<file path="src/rtl/store_queue_be.sv">
// rtl/store_queue_be.sv - store formatter with alignment check, merging FIFO and valid/ready drain
// Stores are lane-placed on entry; a store to the tail-most entry's word folds into it.
module store_queue_be #(
    parameter int DATA_W = 32,
    parameter int ADDR_W = 32,
    parameter int DEPTH  = 4
) (
    input  logic                        clk,
    input  logic                        reset_n,
    input  logic                        in_valid,
    output logic                        in_ready,
    input  logic [ADDR_W-1:0]           in_addr,
    input  logic [DATA_W-1:0]           in_data,
    input  logic [1:0]                  in_size,
    input  logic                        in_req,
    output logic                        mem_valid,
    input  logic                        mem_ready,
    output logic [ADDR_W-1:0]           mem_addr,
    output logic [DATA_W-1:0]           mem_wdata,
    output logic [DATA_W/8-1:0]         mem_be,
    output logic [$clog2(DEPTH):0]      count,
    output logic                        align_err
);
    localparam int NB   = DATA_W / 8;
    localparam int OFFW = $clog2(NB);
    localparam int PTRW = $clog2(DEPTH);
    localparam int CNTW = PTRW + 1;

    logic [ADDR_W-1:0] r_addr [DEPTH];
    logic [DATA_W-1:0] r_data [DEPTH];
    logic [NB-1:0]     r_be   [DEPTH];
    logic [PTRW-1:0]   r_head;
    logic [PTRW-1:0]   r_tail;
    logic [CNTW-1:0]   r_count;
    logic              r_align_err;

    logic [OFFW-1:0]   w_off;
    logic [ADDR_W-1:0] w_waddr;
    logic [DATA_W-1:0] w_wdata;
    logic [NB-1:0]     w_be;
    logic              w_aligned;
    logic              w_full;
    logic              w_valid;
    logic              w_fire;
    logic              w_accept;
    logic              w_misalign;
    logic              w_pop;
    logic              w_merge;
    logic              w_push;
    logic [PTRW-1:0]   w_last;

    assign w_off   = in_addr[OFFW-1:0];
    assign w_waddr = {in_addr[ADDR_W-1:OFFW], {OFFW{1'b0}}};
    assign w_full  = (r_count == CNTW'(DEPTH));
    assign w_valid = (r_count != '0);
    assign w_last  = r_tail - 1'b1;

    always_comb begin
        w_aligned = 1'b0;
        w_be      = '0;
        w_wdata   = '0;
        case (in_size)
            2'd0: begin
                w_aligned = 1'b1;
                w_be      = NB'(1) << w_off;
                w_wdata   = DATA_W'(in_data[7:0]) << {w_off, 3'b000};
            end
            2'd1: begin
                w_aligned = ~in_addr[0];
                w_be      = NB'(3) << w_off;
                w_wdata   = DATA_W'(in_data[15:0]) << {w_off, 3'b000};
            end
            2'd2: begin
                w_aligned = (w_off == '0);
                w_be      = '1;
                w_wdata   = in_data;
            end
            default: ;
        endcase
    end

    assign w_fire     = in_valid & ~w_full & ~in_req;
    assign w_accept   = w_fire & w_aligned;
    assign w_misalign = w_fire & ~w_aligned;
    assign w_pop      = w_valid & mem_ready;
    // The head may only be merged into when it is not leaving this very edge.
    assign w_merge    = w_accept && (r_addr[w_last] == w_waddr) &&
                        ((r_count >= CNTW'(2)) || ((r_count == CNTW'(1)) && !w_pop));
    assign w_push     = w_accept & ~w_merge;

    always_ff @(posedge clk) begin
        if (!reset_n) begin
            r_head      <= '0;
            r_tail      <= '0;
            r_count     <= '0;
            r_align_err <= 1'b0;
        end else begin
            r_align_err <= w_misalign;
            if (w_merge) begin
                r_be[w_last] <= r_be[w_last] | w_be;
                for (int i = 0; i < NB; i++) begin
                    if (w_be[i]) r_data[w_last][i*8 +: 8] <= w_wdata[i*8 +: 8];
                end
            end
            if (w_push) begin
                r_addr[r_tail] <= w_waddr;
                r_data[r_tail] <= w_wdata;
                r_be[r_tail]   <= w_be;
                r_tail         <= r_tail + 1'b1;
            end
            if (w_pop) r_head <= r_head + 1'b1;
            case ({w_push, w_pop})
                2'b10:   r_count <= r_count + 1'b1;
                2'b01:   r_count <= r_count - 1'b1;
                default: r_count <= r_count;
            endcase
        end
    end

    assign in_ready  = ~w_full;
    assign mem_valid = w_valid;
    assign mem_addr  = w_valid ? r_addr[r_head] : '0;
    assign mem_wdata = w_valid ? r_data[r_head] : '0;
    assign mem_be    = w_valid ? r_be[r_head]   : '0;
    assign count     = r_count;
    assign align_err = r_align_err;
endmodule

</file>
<file path="config.mk">
export PLATFORM = sky130hd
export DESIGN_NAME = store_queue_be
export DESIGN_NICKNAME = d
export VERILOG_FILES = /design/src/rtl/store_queue_be.sv
export SDC_FILE = /design/constraint.sdc
export NUM_CORES = 1
export LEC_CHECK = 0
export BUFFER_PORTS_ARGS = -buffer_cell sky130_fd_sc_hd__buf_2
export CORE_MARGIN = 2
export CORE_UTILIZATION = 60
export DETAILED_ROUTE_END_ITERATION = 16
export GPL_TIMING_DRIVEN = 0
export PLACE_DENSITY = 0.84
export SYNTH_ARGS = -nofsm -noshare
export SYNTH_HDL_FRONTEND = slang
export SYNTH_SLANG_ARGS = --single-unit
</file>
<file path="constraint.sdc">
create_clock -name clk -period 11.8 [get_ports clk]
set_clock_uncertainty 0.1 [all_clocks]
set_input_delay 0.59 -clock clk [delete_from_list [all_inputs] [get_ports clk]]
set_output_delay 0.59 -clock clk [all_outputs]
set_load 0.02 [all_outputs]
</file>
Word-level counts from Yosys, hierarchy flattened
Memory sizes are Yosys's and may differ from the RTL's. A register that Yosys moved wholly into a read port is not among the register bits.
Index checks and enable logic that the tools add are counted.

word-level totals
  bits in registers = 8
  bits in writable memories = 264
  bits of input ports = 71
  logic and storage cells = 88
  memories = 3

memory list
  memory  depth  bits a word  rd ports  clocked after memory_dff  write ports  RTL line  RTL
  r_data  4      32           1         1                         1            30        logic [DATA_W-1:0] r_data [DEPTH];
  r_addr  4      30           2         1                         1            29        logic [ADDR_W-1:0] r_addr [DEPTH];
  r_be    4      4            2         1                         1            31        logic [NB-1:0] r_be [DEPTH];

operators by class
  add/sub/neg operators = 5
  $lt $le $gt $ge = 1
  equality and inequality tests = 7
  shifts and indexed selects = 4
  muxes and demuxes = 41
  bitwise logic cells = 12
  reductions and logical operators = 11

operators by type and width
  operator                                                            number
  32-bit 2-to-1 mux                                                   3
  32-bit case mux with 3 select lines                                 1
  32-bit == test                                                      1
  32-bit OR reduction                                                 1
  16-bit by 5-bit left shift with 32-bit output                       1
  8-bit by 5-bit left shift with 32-bit output                        1
  1-bit 2-to-1 mux                                                    23
  2-bit 2-to-1 mux                                                    8
  4-bit 2-to-1 mux                                                    3
  4-bit case mux with 3 select lines                                  1
  1-bit AND                                                           6
  3-bit case mux with 2 select lines                                  1
  1-bit inverter                                                      5
  2-bit by 1-bit adder with 2-bit output (second input constant)      2
  2-bit by 1-bit == test with 1-bit output (second input constant)    2
  2-bit == test (second input constant)                               2
  2-bit zero test                                                     2
  4-bit bitwise OR                                                    1
  4-bit OR reduction                                                  1
  1-bit by 2-bit left shift with 4-bit output (first input constant)  1
  2-bit by 2-bit left shift with 4-bit output (first input constant)  1
  3-bit by 1-bit adder with 3-bit output (second input constant)      1
  3-bit by 1-bit == test with 1-bit output (second input constant)    1
  3-bit == test (second input constant)                               1
  other kinds (9)                                                     11

Longest topological paths before layout
  depth after elaboration = 14
  depth in mapped cells = 17
  mapped depth without buffers = 12

Worst setup path after synthesis
No wires, ideal clock.

  kind = register to register
  start point = register r_tail[0]
  end point = memory r_data[1][10], enable pin
  setup time = 387 ps
  data arrival time = 3641 ps
  path slack = 7672 ps
  cell stages (with the launch flop) = 14
  buffers on the path = 5
  cell sequence = dfxtp_1 buf_6 buf_12 buf_4 inv_1 ha_1 clkbuf_1 mux4_2 xnor2_1 nand4_1 nor4_1 o2111ai_1 buf_6 o31ai_1

on the way
  longest elaborated chain between the ends = 12
  elaborated cells on any way between the ends = 16
  those cells by class = add/sub (1); eq/ne (1); mux (8); bitwise (2); reduce/logical (3); memory (1)

RTL lines
  element                                                         RTL line  RTL
  start: declaration                                              33        logic [PTRW-1:0] r_tail;
  start signal: assignment                                        109       r_tail <= r_tail + 1'b1;
  2-bit by 1-bit subtractor with 2-bit output *                   56        assign w_last = r_tail - 1'b1;
  named net w_last[0]                                             50        logic [PTRW-1:0] w_last;
  memory read 4 x 30 bit                                          -
  32-bit == test                                                  87        assign w_merge = w_accept && (r_addr[w_last] == w_waddr) &&
  1-bit logical AND (2 in series)                                 87
  1-bit inverter                                                  89        assign w_push = w_accept & ~w_merge;
  1-bit AND                                                       89
  1-bit 2-to-1 mux                                                105       if (w_push) begin
  1-bit 2-to-1 mux                                                92        if (!reset_n) begin
  1-bit 2-to-1 mux (implied by the code)                          107       r_data[r_tail] <= w_wdata;
  32-bit OR reduction (no line)                                   -
  2-bit 2-to-1 mux (no line) or 4-bit 2-to-1 mux (tied branches)  -
  end: declaration                                                30

Mark *: on every way through the listed nets, which the timed path passes. The rest lies on a longest branch.

Worst setup path after layout
  start point = register r_tail[0]
  end point = memory r_data[2][16], enable pin

Same word-level chain as after synthesis.

==> results by group <==
Run status
  – Status: finished, final reports clean

Synthesis
  – Post-synth ARST share: 0%
  – Cell variety after synth: 53
  – Synth area leaders: edfxtp_1, mux4_2, and2_1
  – Mean Syn Cell Area: 17.0 µm²
  – EDFF count, synth: 264
  – Main flop type after synthesis: edfxtp_1
  – Syn Inst Count: around 750
  – Synthesized area: 12800 µm²
  – Cell taking the most area after synthesis: edfxtp_1
  – Sequential share of the synthesized area: between 60 and 70%
  – Synth top area share: 62.1%
  – Warnings, synthesis: 0
  – Seq cells post-synth: between 200 and 300

GRT
  – Grt ovf: 0
  – Largest net degree at the start of global routing: 31
  – Global-route wire length before repair: 45200 µm
  – Initial antenna violation count: 3
  – Total Routing Usage GR: 27.0%
  – Vias in the first global route: 7713

Drt
  – Detailed Route Iter0 Violations: 985
  – DRC violations left: 0
  – ANT nets after route: 0
  – Pre-Repair DR Iteration Count: 7
  – Drt total wl: between 20000 and 30000 µm
  – Per-cell routed wire length: 24.5 µm
  – DR vias: 7863
  – Routed vias/inst: 6.44

Die
  – IO Count: about 150
  – Die area: 22500 µm²
  – Die X: 150 µm
  – Die Span Y: 150 µm
  – Initial Utilization: 60.9%
  – CORE AREA: 21000 µm²
  – Rows: 53

Critical path
  – Crit path kind: reg2reg
  – R2R depth: 13
  – Crit Path Max Fanout: 10
  – Critical Path Start Type: flip-flop
  – CP endpoint kind: flip-flop
  – Worst Path Arrival: between 5 and 6 ns
  – R2r setup slk: between 6 and 7 ns
  – Critical Path RT: 11.86 ns

Placement
  – Placed insts: 1169
  – Port Buf Inserts: 142
  – Dpl ws: 6.12 ns
  – Dpl hpwl: 19700 µm
  – GP Congestion: 0.905

Power and ir drop
  – Sw Ratio: 27.3%
  – Reported net switching power: 690 µW
  – Clock share of power: 36.0%
  – Total power: 2.53 mW
  – Pint: between 1.5 and 2 mW
  – Power share of the combinational group: 21.0%
  – Pwr dens: 171 nW/µm²
  – Leakage power: 5.00 nW
  – Worst vdd ir: 0.141 mV
  – Part of the power in registers: 43.0%

Clock network
  – CTS Buf Count: 27
  – Clock slew at reported path FFs: 0.06 ns
  – Sink Count: 274
  – H-tree Lvls: 1
  – # Post-CTS Setup Buffers: 0
  – TritonCTS clock tree: yes
  – Longest Clk Path Bufs: 3
  – CTS Root Cell: clkbuf_16
  – Post-CTS sizing: 0
  – Hold_buf cts: 0
  – Clk_lat worst skew: 0.54 ns

Timing
  – Final worst setup slack: approximately 6.4 ns
  – Tmin final: 5.41 ns
  – Period utilization: 45.9%
  – Slew Limit Headroom: 25.8%
  – Setup TNS: 0 ns
  – Fmax achieved: 185 MHz
  – Final setup vio count: 0
  – Max-slew violation count: 0
  – Tightest Pin Transition: 1.08 ns
  – Unrepaired setup endpoints after global routing: no
  – Final Hold Fails: 0

Flow run
  – Maxcap violations: 0

Final layout
  – # fillers: 1283
  – Synthesis-to-finish area growth: 15.9%
  – Layout cell share with drive strength beyond 1: 32.9%
  – Nets@finish: between 1000 and 1500
  – Final design utilization: a little over two thirds
  – Final std cells w/o fill: ~1200

Worst hold path
  – Hold Path Depth: 1
  – Hold WC Path Type: in2reg
[synth_stat cells, drive strengths merged, types with 4 or more instances]
master and number:
edfxtp 264, mux4 95, and2 75, nand2 37, o21ai 35, clkbuf 30
xnor2 30, buf 17, nor2b 16, mux2i 14, nand4 14, a22o 12
a22oi 12, nor2 12, dfxtp 10, ha 10, inv 8, nand3 7
o22ai 5, nand2b 4, o31ai 4, xor2 4
[critical path: stages (launching register included)]
cell      delay, ns
dfxtp_1        0.38
buf_6          0.18
buf_12         0.17
buf_4          0.23
inv_1          0.19
ha_1           0.37
clkbuf_1       0.64
mux4_2         0.44
xnor2_1        0.33
nand4_1        0.17
nor4_1         0.47
and4bb_2       0.40
nand4_2        0.21
o21ai_1        0.76
[layer usage]
metal / up-vias / global-route usage [%] / wire length [µm]
met5: - / 0 / 0
met4: 0 / 8.21 / 810
met3: 78 / 4.15 / 2660
met2: 530 / 43.6 / 14900
met1: 3900 / 38.7 / 11500
li1: 3355 / - / -
[kinds of logic after synthesis]
logic type / count (synthesis) / synth area share [%]
AND/OR/NAND/NOR: 180 / 8.05
other: 1 / 0.0294
adder cells (fa/ha/maj): 10 / 0.980
buffers and inverters: 55 / 2.23
AO/OA/AOI/OAI: 87 / 4.76
multiplexers: 110 / 17.9
XOR/XNOR: 34 / 2.33
flip-flops: 274 / 63.7
[area by class of cell]
class                      instances  area, µm²  share of cell area, %
antenna                            3       7.51                 0.0507
buffer                            47        255                   1.72
clock buffer                      30        687                   4.64
clock inverter                    19        254                   1.72
inverter                           8       30.0                  0.203
multi-input combinational        423       4380                   29.6
sequential                       274       8130                   54.9
tap                              275        344                   2.33
timing repair buffer             142        711                   4.80
[state kept, by name, summed over array words and instances (netlist names), named ones only]
name       cells
r_data       128
r_addr       120
r_be          16
count          3
r_head         2
r_tail         2
align_err      1
[power groups by stage]
stage	Combinational [mW]	Sequential (mW)	Clock [mW]
3_3_place_gp	0.518	1.11	0
6_report	0.530	1.09	0.910
4_1_cts	0.532	1.09	0.917
3_5_place_dp	0.525	1.11	0
5_1_grt	0.570	1.09	0.950
2_1_floorplan	0.346	1.11	0
[stage by stage]
| step | hold slack [ns] | cell area, µm² |
|---|---|---|
| after global placement | 0.423 | 13800 |
| after floorplan | 0.426 | 12800 |
| after global routing | 0.204 | 14800 |
| final | 0.198 | 14800 |
| after CTS | 0.185 | 14800 |
| after detailed placement | 0.434 | 13800 |
[cells in the final DEF, fill, tap and decap left out, drive strengths merged, types with 10 or more instances in the layout]
cell    instances
a22oi          12
clkbuf         60
o21ai          35
buf           159
mux4           95
nand4          14
clkinv         10
ha             10
dfxtp          10
nor2b          16
mux2i          14
xnor2          30
edfxtp        264
nor2           12
a22o           12
and2           75
nand2          37
[worst paths after layout]
kind	endpoint	startpoint
hold / removal	r_addr[3][2]	in_addr[4]
hold reg to reg	count[2]	count[2]
setup / recovery	r_data[2][16]	r_tail[0]
setup reg to reg	r_data[2][16]	r_tail[0]
(Power assumes the default switching activity.)
